<file path="src/rtl/des_decrypt.sv">
// rtl/des_decrypt.sv - iterative DES decryption core, one Feistel round per clock
module des_decrypt (
    input  logic        clk,
    input  logic        rst_n,
    input  logic        start,
    input  logic [1:64] desIn,
    input  logic [1:64] keyIn,
    output logic [1:64] desOut,
    output logic        ready,
    output logic        busy
);

    typedef enum logic [1:0] {
        S_IDLE  = 2'd0,
        S_ROUND = 2'd1,
        S_DONE  = 2'd2
    } state_t;

    localparam int IP_T [64] = '{
        58, 50, 42, 34, 26, 18, 10,  2,
        60, 52, 44, 36, 28, 20, 12,  4,
        62, 54, 46, 38, 30, 22, 14,  6,
        64, 56, 48, 40, 32, 24, 16,  8,
        57, 49, 41, 33, 25, 17,  9,  1,
        59, 51, 43, 35, 27, 19, 11,  3,
        61, 53, 45, 37, 29, 21, 13,  5,
        63, 55, 47, 39, 31, 23, 15,  7
    };

    localparam int FP_T [64] = '{
        40,  8, 48, 16, 56, 24, 64, 32,
        39,  7, 47, 15, 55, 23, 63, 31,
        38,  6, 46, 14, 54, 22, 62, 30,
        37,  5, 45, 13, 53, 21, 61, 29,
        36,  4, 44, 12, 52, 20, 60, 28,
        35,  3, 43, 11, 51, 19, 59, 27,
        34,  2, 42, 10, 50, 18, 58, 26,
        33,  1, 41,  9, 49, 17, 57, 25
    };

    localparam int E_T [48] = '{
        32,  1,  2,  3,  4,  5,
         4,  5,  6,  7,  8,  9,
         8,  9, 10, 11, 12, 13,
        12, 13, 14, 15, 16, 17,
        16, 17, 18, 19, 20, 21,
        20, 21, 22, 23, 24, 25,
        24, 25, 26, 27, 28, 29,
        28, 29, 30, 31, 32,  1
    };

    localparam int P_T [32] = '{
        16,  7, 20, 21, 29, 12, 28, 17,
         1, 15, 23, 26,  5, 18, 31, 10,
         2,  8, 24, 14, 32, 27,  3,  9,
        19, 13, 30,  6, 22, 11,  4, 25
    };

    // Parity bits (8, 16, ... 64) never appear here, so they cannot affect the result
    localparam int PC1_T [56] = '{
        57, 49, 41, 33, 25, 17,  9,
         1, 58, 50, 42, 34, 26, 18,
        10,  2, 59, 51, 43, 35, 27,
        19, 11,  3, 60, 52, 44, 36,
        63, 55, 47, 39, 31, 23, 15,
         7, 62, 54, 46, 38, 30, 22,
        14,  6, 61, 53, 45, 37, 29,
        21, 13,  5, 28, 20, 12,  4
    };

    localparam int PC2_T [48] = '{
        14, 17, 11, 24,  1,  5,
         3, 28, 15,  6, 21, 10,
        23, 19, 12,  4, 26,  8,
        16,  7, 27, 20, 13,  2,
        41, 52, 31, 37, 47, 55,
        30, 40, 51, 45, 33, 48,
        44, 49, 39, 56, 34, 53,
        46, 42, 50, 36, 29, 32
    };

    // Row-major S-box contents: entry = row*16 + column
    localparam logic [3:0] SBOX [8][64] = '{
        '{4'd14, 4'd4, 4'd13, 4'd1, 4'd2, 4'd15, 4'd11, 4'd8, 4'd3, 4'd10, 4'd6, 4'd12, 4'd5, 4'd9, 4'd0, 4'd7,
          4'd0, 4'd15, 4'd7, 4'd4, 4'd14, 4'd2, 4'd13, 4'd1, 4'd10, 4'd6, 4'd12, 4'd11, 4'd9, 4'd5, 4'd3, 4'd8,
          4'd4, 4'd1, 4'd14, 4'd8, 4'd13, 4'd6, 4'd2, 4'd11, 4'd15, 4'd12, 4'd9, 4'd7, 4'd3, 4'd10, 4'd5, 4'd0,
          4'd15, 4'd12, 4'd8, 4'd2, 4'd4, 4'd9, 4'd1, 4'd7, 4'd5, 4'd11, 4'd3, 4'd14, 4'd10, 4'd0, 4'd6, 4'd13},
        '{4'd15, 4'd1, 4'd8, 4'd14, 4'd6, 4'd11, 4'd3, 4'd4, 4'd9, 4'd7, 4'd2, 4'd13, 4'd12, 4'd0, 4'd5, 4'd10,
          4'd3, 4'd13, 4'd4, 4'd7, 4'd15, 4'd2, 4'd8, 4'd14, 4'd12, 4'd0, 4'd1, 4'd10, 4'd6, 4'd9, 4'd11, 4'd5,
          4'd0, 4'd14, 4'd7, 4'd11, 4'd10, 4'd4, 4'd13, 4'd1, 4'd5, 4'd8, 4'd12, 4'd6, 4'd9, 4'd3, 4'd2, 4'd15,
          4'd13, 4'd8, 4'd10, 4'd1, 4'd3, 4'd15, 4'd4, 4'd2, 4'd11, 4'd6, 4'd7, 4'd12, 4'd0, 4'd5, 4'd14, 4'd9},
        '{4'd10, 4'd0, 4'd9, 4'd14, 4'd6, 4'd3, 4'd15, 4'd5, 4'd1, 4'd13, 4'd12, 4'd7, 4'd11, 4'd4, 4'd2, 4'd8,
          4'd13, 4'd7, 4'd0, 4'd9, 4'd3, 4'd4, 4'd6, 4'd10, 4'd2, 4'd8, 4'd5, 4'd14, 4'd12, 4'd11, 4'd15, 4'd1,
          4'd13, 4'd6, 4'd4, 4'd9, 4'd8, 4'd15, 4'd3, 4'd0, 4'd11, 4'd1, 4'd2, 4'd12, 4'd5, 4'd10, 4'd14, 4'd7,
          4'd1, 4'd10, 4'd13, 4'd0, 4'd6, 4'd9, 4'd8, 4'd7, 4'd4, 4'd15, 4'd14, 4'd3, 4'd11, 4'd5, 4'd2, 4'd12},
        '{4'd7, 4'd13, 4'd14, 4'd3, 4'd0, 4'd6, 4'd9, 4'd10, 4'd1, 4'd2, 4'd8, 4'd5, 4'd11, 4'd12, 4'd4, 4'd15,
          4'd13, 4'd8, 4'd11, 4'd5, 4'd6, 4'd15, 4'd0, 4'd3, 4'd4, 4'd7, 4'd2, 4'd12, 4'd1, 4'd10, 4'd14, 4'd9,
          4'd10, 4'd6, 4'd9, 4'd0, 4'd12, 4'd11, 4'd7, 4'd13, 4'd15, 4'd1, 4'd3, 4'd14, 4'd5, 4'd2, 4'd8, 4'd4,
          4'd3, 4'd15, 4'd0, 4'd6, 4'd10, 4'd1, 4'd13, 4'd8, 4'd9, 4'd4, 4'd5, 4'd11, 4'd12, 4'd7, 4'd2, 4'd14},
        '{4'd2, 4'd12, 4'd4, 4'd1, 4'd7, 4'd10, 4'd11, 4'd6, 4'd8, 4'd5, 4'd3, 4'd15, 4'd13, 4'd0, 4'd14, 4'd9,
          4'd14, 4'd11, 4'd2, 4'd12, 4'd4, 4'd7, 4'd13, 4'd1, 4'd5, 4'd0, 4'd15, 4'd10, 4'd3, 4'd9, 4'd8, 4'd6,
          4'd4, 4'd2, 4'd1, 4'd11, 4'd10, 4'd13, 4'd7, 4'd8, 4'd15, 4'd9, 4'd12, 4'd5, 4'd6, 4'd3, 4'd0, 4'd14,
          4'd11, 4'd8, 4'd12, 4'd7, 4'd1, 4'd14, 4'd2, 4'd13, 4'd6, 4'd15, 4'd0, 4'd9, 4'd10, 4'd4, 4'd5, 4'd3},
        '{4'd12, 4'd1, 4'd10, 4'd15, 4'd9, 4'd2, 4'd6, 4'd8, 4'd0, 4'd13, 4'd3, 4'd4, 4'd14, 4'd7, 4'd5, 4'd11,
          4'd10, 4'd15, 4'd4, 4'd2, 4'd7, 4'd12, 4'd9, 4'd5, 4'd6, 4'd1, 4'd13, 4'd14, 4'd0, 4'd11, 4'd3, 4'd8,
          4'd9, 4'd14, 4'd15, 4'd5, 4'd2, 4'd8, 4'd12, 4'd3, 4'd7, 4'd0, 4'd4, 4'd10, 4'd1, 4'd13, 4'd11, 4'd6,
          4'd4, 4'd3, 4'd2, 4'd12, 4'd9, 4'd5, 4'd15, 4'd10, 4'd11, 4'd14, 4'd1, 4'd7, 4'd6, 4'd0, 4'd8, 4'd13},
        '{4'd4, 4'd11, 4'd2, 4'd14, 4'd15, 4'd0, 4'd8, 4'd13, 4'd3, 4'd12, 4'd9, 4'd7, 4'd5, 4'd10, 4'd6, 4'd1,
          4'd13, 4'd0, 4'd11, 4'd7, 4'd4, 4'd9, 4'd1, 4'd10, 4'd14, 4'd3, 4'd5, 4'd12, 4'd2, 4'd15, 4'd8, 4'd6,
          4'd1, 4'd4, 4'd11, 4'd13, 4'd12, 4'd3, 4'd7, 4'd14, 4'd10, 4'd15, 4'd6, 4'd8, 4'd0, 4'd5, 4'd9, 4'd2,
          4'd6, 4'd11, 4'd13, 4'd8, 4'd1, 4'd4, 4'd10, 4'd7, 4'd9, 4'd5, 4'd0, 4'd15, 4'd14, 4'd2, 4'd3, 4'd12},
        '{4'd13, 4'd2, 4'd8, 4'd4, 4'd6, 4'd15, 4'd11, 4'd1, 4'd10, 4'd9, 4'd3, 4'd14, 4'd5, 4'd0, 4'd12, 4'd7,
          4'd1, 4'd15, 4'd13, 4'd8, 4'd10, 4'd3, 4'd7, 4'd4, 4'd12, 4'd5, 4'd6, 4'd11, 4'd0, 4'd14, 4'd9, 4'd2,
          4'd7, 4'd11, 4'd4, 4'd1, 4'd9, 4'd12, 4'd14, 4'd2, 4'd0, 4'd6, 4'd10, 4'd13, 4'd15, 4'd3, 4'd5, 4'd8,
          4'd2, 4'd1, 4'd14, 4'd7, 4'd4, 4'd10, 4'd8, 4'd13, 4'd15, 4'd12, 4'd9, 4'd0, 4'd3, 4'd5, 4'd6, 4'd11}
    };

    function automatic logic [1:64] perm_ip(input logic [1:64] x);
        logic [1:64] o;
        for (int i = 0; i < 64; i++) o[i+1] = x[IP_T[i]];
        return o;
    endfunction

    function automatic logic [1:64] perm_fp(input logic [1:64] x);
        logic [1:64] o;
        for (int i = 0; i < 64; i++) o[i+1] = x[FP_T[i]];
        return o;
    endfunction

    function automatic logic [1:56] perm_pc1(input logic [1:64] x);
        logic [1:56] o;
        for (int i = 0; i < 56; i++) o[i+1] = x[PC1_T[i]];
        return o;
    endfunction

    function automatic logic [1:48] perm_pc2(input logic [1:56] x);
        logic [1:48] o;
        for (int i = 0; i < 48; i++) o[i+1] = x[PC2_T[i]];
        return o;
    endfunction

    function automatic logic [1:32] feistel(input logic [1:32] r, input logic [1:48] k);
        logic [1:48] x;
        logic [1:32] s;
        logic [1:32] o;
        logic [5:0]  b;
        for (int i = 0; i < 48; i++) x[i+1] = r[E_T[i]] ^ k[i+1];
        for (int n = 0; n < 8; n++) begin
            b = x[6*n+1 +: 6];
            // Outer bits pick the row, inner four bits pick the column
            s[4*n+1 +: 4] = SBOX[n][{b[5], b[0], b[4:1]}];
        end
        for (int i = 0; i < 32; i++) o[i+1] = s[P_T[i]];
        return o;
    endfunction

    state_t      r_state;
    logic [4:0]  r_round;
    logic [1:32] r_l;
    logic [1:32] r_r;
    logic [1:28] r_c;
    logic [1:28] r_d;
    logic [1:64] r_out;
    logic        r_ready;
    logic        r_busy;

    logic [1:64] w_ip;
    logic [1:56] w_pc1;
    logic [1:48] w_subkey;
    logic [1:32] w_new_r;
    logic        w_rot_one;
    logic [1:28] w_c_next;
    logic [1:28] w_d_next;
    logic [1:64] w_fp;

    assign w_ip     = perm_ip(desIn);
    assign w_pc1    = perm_pc1(keyIn);
    assign w_subkey = perm_pc2({r_c, r_d});
    assign w_new_r  = r_l ^ feistel(r_r, w_subkey);

    // Decryption walks the key schedule backwards: rotate right, single step after rounds 1, 8, 15
    assign w_rot_one = (r_round == 5'd1) || (r_round == 5'd8) || (r_round == 5'd15);
    assign w_c_next  = w_rot_one ? {r_c[28], r_c[1:27]} : {r_c[27:28], r_c[1:26]};
    assign w_d_next  = w_rot_one ? {r_d[28], r_d[1:27]} : {r_d[27:28], r_d[1:26]};

    assign w_fp = perm_fp({w_new_r, r_r});

    always_ff @(posedge clk or negedge rst_n) begin
        if (!rst_n) begin
            r_state <= S_IDLE;
            r_round <= 5'd0;
            r_l     <= '0;
            r_r     <= '0;
            r_c     <= '0;
            r_d     <= '0;
            r_out   <= '0;
            r_ready <= 1'b0;
            r_busy  <= 1'b0;
        end else begin
            case (r_state)
                S_IDLE, S_DONE: begin
                    r_ready <= 1'b0;
                    if (start) begin
                        r_l     <= w_ip[1:32];
                        r_r     <= w_ip[33:64];
                        r_c     <= w_pc1[1:28];
                        r_d     <= w_pc1[29:56];
                        r_round <= 5'd1;
                        r_busy  <= 1'b1;
                        r_state <= S_ROUND;
                    end else begin
                        r_round <= 5'd0;
                        r_busy  <= 1'b0;
                        r_state <= S_IDLE;
                    end
                end
                S_ROUND: begin
                    r_l <= r_r;
                    r_r <= w_new_r;
                    r_c <= w_c_next;
                    r_d <= w_d_next;
                    if (r_round == 5'd16) begin
                        r_out   <= w_fp;
                        r_ready <= 1'b1;
                        r_busy  <= 1'b0;
                        r_round <= 5'd0;
                        r_state <= S_DONE;
                    end else begin
                        r_round <= r_round + 5'd1;
                    end
                end
                default: begin
                    r_round <= 5'd0;
                    r_ready <= 1'b0;
                    r_busy  <= 1'b0;
                    r_state <= S_IDLE;
                end
            endcase
        end
    end

    assign desOut = r_out;
    assign ready  = r_ready;
    assign busy   = r_busy;

endmodule

</file>
<file path="config.mk">
export PLATFORM = sky130hd
export DESIGN_NAME = des_decrypt
export DESIGN_NICKNAME = d
export VERILOG_FILES = /design/src/rtl/des_decrypt.sv
export SDC_FILE = /design/constraint.sdc
export NUM_CORES = 1
export LEC_CHECK = 0
export BUFFER_PORTS_ARGS = -buffer_cell sky130_fd_sc_hd__buf_2
export CAP_MARGIN = 20
export CORE_AREA = 2 2 182 184
export DETAILED_ROUTE_END_ITERATION = 12
export DIE_AREA = 0 0 184 186
export PLACE_DENSITY = 0.67
export SLEW_MARGIN = 40
export SYNTH_ARGS = -nofsm -noshare
export SYNTH_HDL_FRONTEND = slang
export SYNTH_SLANG_ARGS = --single-unit
</file>
<file path="constraint.sdc">
create_clock -name clk -period 3.01 [get_ports clk]
set_clock_uncertainty 0.1 [all_clocks]
set_input_delay 0.301 -clock clk [delete_from_list [all_inputs] [get_ports clk]]
set_output_delay 0.301 -clock clk [all_outputs]
set_load 0.05 [all_outputs]
</file>
# Yosys cells after proc, flatten, opt, wreduce, memory -nomap -nowiden
# Memories as Yosys holds them, arrays and structs flattened.
# Cells that the tools add are included.
[op_classes]
n_addsub = 1
order_cmp = 8
n_eq_ne = 8
muxes = 37
n_bitwise = 57
n_reduce_logical = 7
[ops]
columns = ["cell", "count"]
rows = [
  ["$pmux 32 s2", 2],
  ["$mux 28", 4],
  ["$pmux 28 s2", 2],
  ["$mux 32", 2],
  ["$mux 4", 16],
  ["$ge 7x7->1 const B", 8],
  ["$not 6->7", 8],
  ["$xor 1x1->1", 48],
  ["$xor 32x32->32", 1],
  ["$eq 5x4->1 const B", 2],
  ["$pmux 5 s2", 1],
  ["$mux 1", 6],
  ["$add 5x1->5 const B", 1],
  ["$eq 5x1->1 const B", 1],
  ["$eq 5x5->1 const B", 1],
  ["$mux 5", 1],
  ["$ne 2x2->1 const B", 2],
  ["$pmux 2 s2", 1],
  ["$reduce_and 2->1", 2],
  ["$eq 2x1->1 const B", 1],
  ["$eq 2x2->1 const B", 1],
  ["$logic_not 2->1", 1],
  ["$logic_or 1x1->1", 2],
  ["$mux 2", 1],
  ["other kinds (3)", 3],
]
[word_totals]
reg_bits = 193
romBits = 2048
in_bits = 131
output_inout_bits = 66
word_cells = 135
mem_count = 8
[mem_list]
columns = ["name", "depth", "word_bits", "read_ports", "rd_clocked_by_memory_dff", "write_ports", "line", "source"]
rows = [
  ["(no name shown)", 64, 4, 1, 0, 0, "151", "s[4*n+1 +: 4] = SBOX[n][{b[5], b[0], b[4:1]}];"],
  ["(no name shown)", 64, 4, 1, 0, 0, "151", ""],
  ["(no name shown)", 64, 4, 1, 0, 0, "151", ""],
  ["(no name shown)", 64, 4, 1, 0, 0, "151", ""],
  ["(no name shown)", 64, 4, 1, 0, 0, "151", ""],
  ["(no name shown)", 64, 4, 1, 0, 0, "151", ""],
  ["2 more memories", "n/a", "n/a", "n/a", "n/a", "n/a", "n/a", ""],
]

# Depth between registers and ports, before layout
[logic_depth]
depth_word = 7
ltp_mapped = 11
ltp_nobuf = 10

# Worst setup path after synthesis
# No wires, ideal clock.
[synth_path]
kind = "register to register"
startpoint = "register r_r[19] in the netlist's numbering"
endpoint = "register r_out (netlist bit desOut[2])"
arrival_time_ns = 2.799
required_ns = 2.785
setup_slack_ns = -0.013
stages_incl_launch_ff = 9
period_less_slack_ns = 3.023
path_cell_list = "dfrtp_1 xor2_1 clkbuf_1 ha_1 clkbuf_1 mux4_2 mux4_2 xor2_1 mux2_2"
[synth_between]
elab_chain_len = 6
[synth_rtl]
columns = ["item", "line", "source"]
rows = [
  ["from (decl)", "160", "logic [1:32] r_r;"],
  ["from (signal assigned)", "205", "r_r <= w_ip[33:64];"],
  ["from (signal assigned)", "219", "r_r <= w_new_r;"],
  ["$xor 1x1->1", "147", "for (int i = 0; i < 48; i++) x[i+1] = r[E_T[i]] ^ k[i+1];"],
  ["$not 6->7 (implied by the code)", "151", ""],
  ["$mem_v2 64x4", "n/a", ""],
  ["$mux 4 (implied by the code) (2 in a row)", "151", ""],
  ["$xor 32x32->32", "179", "assign w_new_r = r_l ^ feistel(r_r, w_subkey);"],
  ["to (signal assigned)", "223", "r_out <= w_fp;"],
  ["to (decl)", "163", "logic [1:64] r_out;"],
]
# No other way between the ends. The select of a mux whose other input is x is not followed.
# A chain may end at the register's enable or synchronous reset.

# Final worst setup path
[layout_path]
startpoint = "register r_c[12] in the netlist's numbering"
endpoint = "register r_r[16] in the netlist's numbering"
[layout_between]
elab_chain_len = 7
[layout_rtl]
columns = ["item", "line", "source"]
rows = [
  ["from (decl)", "161", "logic [1:28] r_c;"],
  ["from (signal assigned)", "206", "r_c <= w_pc1[1:28];"],
  ["from (signal assigned)", "220", "r_c <= w_c_next;"],
  ["$xor 1x1->1", "147", ""],
  ["$not 6->7 (implied by the code)", "151", ""],
  ["$mem_v2 64x4", "n/a", ""],
  ["$mux 4 (implied by the code) (2 in a row)", "151", ""],
  ["$xor 32x32->32", "179", ""],
  ["$pmux 32 s2", "200", "case (r_state)"],
]
# No other way between the ends. The select of a mux whose other input is x is not followed.

==> out/qor.csv <==
stage;metric;value;unit
floorplan;floorplan core area;32210;µm²
worst_setup_path;Critical Setup Path Class;flop to flop;
worst_setup_path;Required @ worst endpoint;3210;ps
logic_synthesis;area share of the largest cell type after synthesis;0.3363;
sta;Total Negative Setup Slacks;0;ps
clock_network;number of levels the H-tree was split into;4;
run;count of max-cap constraint violations;0;
logic_synthesis;count of distinct cell types in the synthesized netlist;68;
route;detailed-route via count;14060;
sta;final worst-path cycle share;0.9563;
route;number of nets still failing antenna checks after routing;0;
logic_synthesis;Synth warnings;0;
logic_synthesis;Async S/R FF share, synth;1.000;
logic_synthesis;ranking of synthesized cells by area;dfrtp_1, nand2_1, ha_1, a31oi_1, xnor2_1;
global_route;total congestion overflow after global routing;0;
clock_network;Clock transition at path regs;80;ps
logic_synthesis;Cells after Synth;1750;
sta;number of pins exceeding their max-slew limit in the final report;0;
clock_network;post-CTS setup-driven buffer insertion count;0;
logic_synthesis;post-synthesis register bit count;193;
floorplan;row cnt;66;
sta;RSZ-0062 raised after global routing;no;
global_route;via count of the first global-routing pass;12800;
final_layout;growth of design area from synthesis to finish;22.45;%
clock_network;CTS Root Buffer Type;clkbuf_16;
final_layout;Antenna diodes;0;
worst_setup_path;critical path fanouts, max;7;
logic_synthesis;netlist area before placement;14360;µm²
worst_setup_path;startpoint kind of the worst setup timing path;flop;
route;DRC violation total after the first TritonRoute iteration;1199;
sta;Rel. slew slack;0.4974;
logic_synthesis;ys flop type;dfrtp_1;
place;HPWL after DPL;34.38;mm
run_status;status;finished, final reports clean;
final_layout;# nets final;2209;
hold_path;worst min path class;input port to flop;
route;DRC violation count after routing;0;
floorplan;height of the die;186;µm
sta;count of final hold-check violations;0;
floorplan;total I/O pin count;197;
sta;crit path time final;2879;ps
logic_synthesis;cell taking the most area after synthesis;dfrtp_1;
place;setup slack at placement;3.980;ps
route;vias per cell;5.781;
clock_network;number of buffers added by the clock tree synthesis step;17;
clock_network;insertion delay to the later sink of the worst-skew pair;460;ps
global_route;number of antenna violations at the first check in global routing;0;
route;wire length per cell after detailed routing;19.20;µm
sta;maximum clock frequency;0.3474;GHz
logic_synthesis;register area share after synthesis;0.3363;
final_layout;fraction of layout instances using a drive strength above 1;0.2080;
global_route;global-route wire length before repair;72.37;mm
worst_setup_path;Arr. time, crit path;3080;ps
logic_synthesis;post-synthesis net count;1947;
worst_setup_path;endpoint type of the worst setup path;flop;
clock_network;Clock Sink Count;193;
global_route;global-route usage over all layers;0.2739;
sta;Setup violations, final;0;
logic_synthesis;Syn Area/Cell;8.207;µm²
logic_synthesis;count of flip-flops with a built-in enable after synthesis;0;
route;final wirelength;46.69;mm
clock_network;deepest clock path buffer count;2;
sta;final setup margin;131.4;ps
final_layout;non-filler cells in the finished layout;2432;
floorplan;Starting Density;0.4460;
route;Initial DRT Pass Iterations;5;
floorplan;die width;184;µm
global_route;pin count of the biggest net entering global routing;84;
place;routability congestion estimate from global placement;0.9283;
floorplan;Total Die Area;34220;µm²
sta;slew at the pin closest to its max-slew limit;748.5;ps
sta;hold slack;12.15;ps
place;placed cell count;2355;
clock_network;clock tree from TritonCTS;built;
place;number of input and output port buffers inserted;188;
-- timing repair --
item                                   4_1_cts  5_1_grt
endpoints found under the hold margin      121        0
resized for setup                            1        4
hold buffers                                46        0
setup endpoints to repair                    1       13
-- through the flow --
step | utilization | cell area, µm²
finish | 0.5461 | 17590
global route | 0.5461 | 17590
CTS | 0.5450 | 17550
detailed placement | 0.5131 | 16520
global placement | 0.5128 | 16520
floorplan | - | 14370
-- layer usage --
metal	up-vias	global-route usage	routed length, µm
met1	6815	0.4154	22470
li1	6651	-	-
met3	59	0.03346	3077
met2	535	0.4047	20000
met4	0	0.08512	1133
met5	-	0	0
-- sequential cells by signal, summed over array words and instances (netlist names) --
name / count
busy: 1
r_r: 32
desOut: 64
r_c: 28
r_state: 2
r_round: 5
ready: 1
r_d: 28
r_l: 32
-- cells by family after synthesis --
kind of cell | after synthesis | share of synthesized area
and+or+nand+nor | 704 | 0.2078
buffers and inverters | 174 | 0.04861
DFF | 193 | 0.3363
xor gates and xnor gates | 139 | 0.09469
AOI/OAI and AO/OA | 415 | 0.1920
adders and majority gates | 66 | 0.05750
muxes | 59 | 0.06316
-- synth_stat cells (3+ instances only) --
library cell,instances
nand3_1,36
o31ai_1,8
buf_4,3
xor2_1,52
a21o_1,5
nand2_1,430
o22ai_1,8
mux2_2,7
o2111ai_1,9
xor2_2,6
a2111oi_0,8
o21ai_1,5
a221oi_1,5
clkbuf_1,97
mux4_1,4
buf_2,27
mux4_2,19
xnor2_2,8
o311ai_0,4
o211ai_1,22
nor3_1,33
nand2b_1,3
xnor2_1,71
a211oi_1,78
a21oi_1,65
a31oi_1,102
and3_1,26
nor2b_1,58
nor4_1,3
a311oi_1,3
dfrtp_1,193
inv_1,36
a211o_1,4
buf_1,7
ha_1,66
o221ai_1,4
o21ai_0,57
o2bb2ai_1,3
nor2_1,105
mux2i_1,28
-- final timing paths --
kind | endpoint | startpoint | depth (start not counted) | slack [ps]
hold / removal | r_c[8] | keyIn[1] | 3 | 10
min in group asynchronous | desOut[31] | rst_n | 2 | 320
setup reg to reg | r_r[16] | r_c[12] | 8 | 130
max in group asynchronous | r_c[18] | rst_n | 3 | 1630
setup / recovery | r_r[16] | r_c[12] | 8 | 130
hold reg to reg | desOut[37] | desOut[37] | 2 | 370
-- layout by cell type (no fill, tap or decap), types with 9 or more instances in the layout --
cell,netlist,layout
a31oi_1,102,102
o21ai_0,57,56
a211oi_1,78,78
o211ai_1,22,22
mux2i_1,28,28
inv_1,36,36
buf_12,0,10
and3_1,26,26
nand2_1,430,429
xnor2_1,71,68
a21oi_1,65,65
clkbuf_16,0,17
nor2_1,105,104
xor2_1,52,50
o2111ai_1,9,9
ha_1,66,66
dlygate4sd3_1,0,46
buf_2,27,187
xnor2_2,8,10
nor3_1,33,32
buf_4,3,132
nand3_1,36,36
dfrtp_1,193,193
mux4_2,19,19
nor2b_1,58,56
-- worst max-delay path, stage by stage, from the launching register on --
cell and delay, ps:
dfrtp_1 540, xor2_1 520, buf_4 250, nor2_1 60, a311o_1 320, o21ai_0 150
o22ai_1 160, xnor2_1 160, a21oi_1 450
-- layout make-up --
| class | instances | area [µm²] |
|---|---|---|
| clock inverter | 10 | 100.1 |
| tap | 408 | 510.5 |
| fill | 2980 | 14620 |
| inverter | 40 | 150.1 |
| multi-input combinational | 1383 | 8924 |
| clock buffer | 21 | 460.4 |
| sequential | 193 | 4830 |
| timing repair buffer | 377 | 2613 |
Power is left out: the tool's default activity adds up to more than one toggle a clock period on the data nets, which glitch-free logic cannot reach.
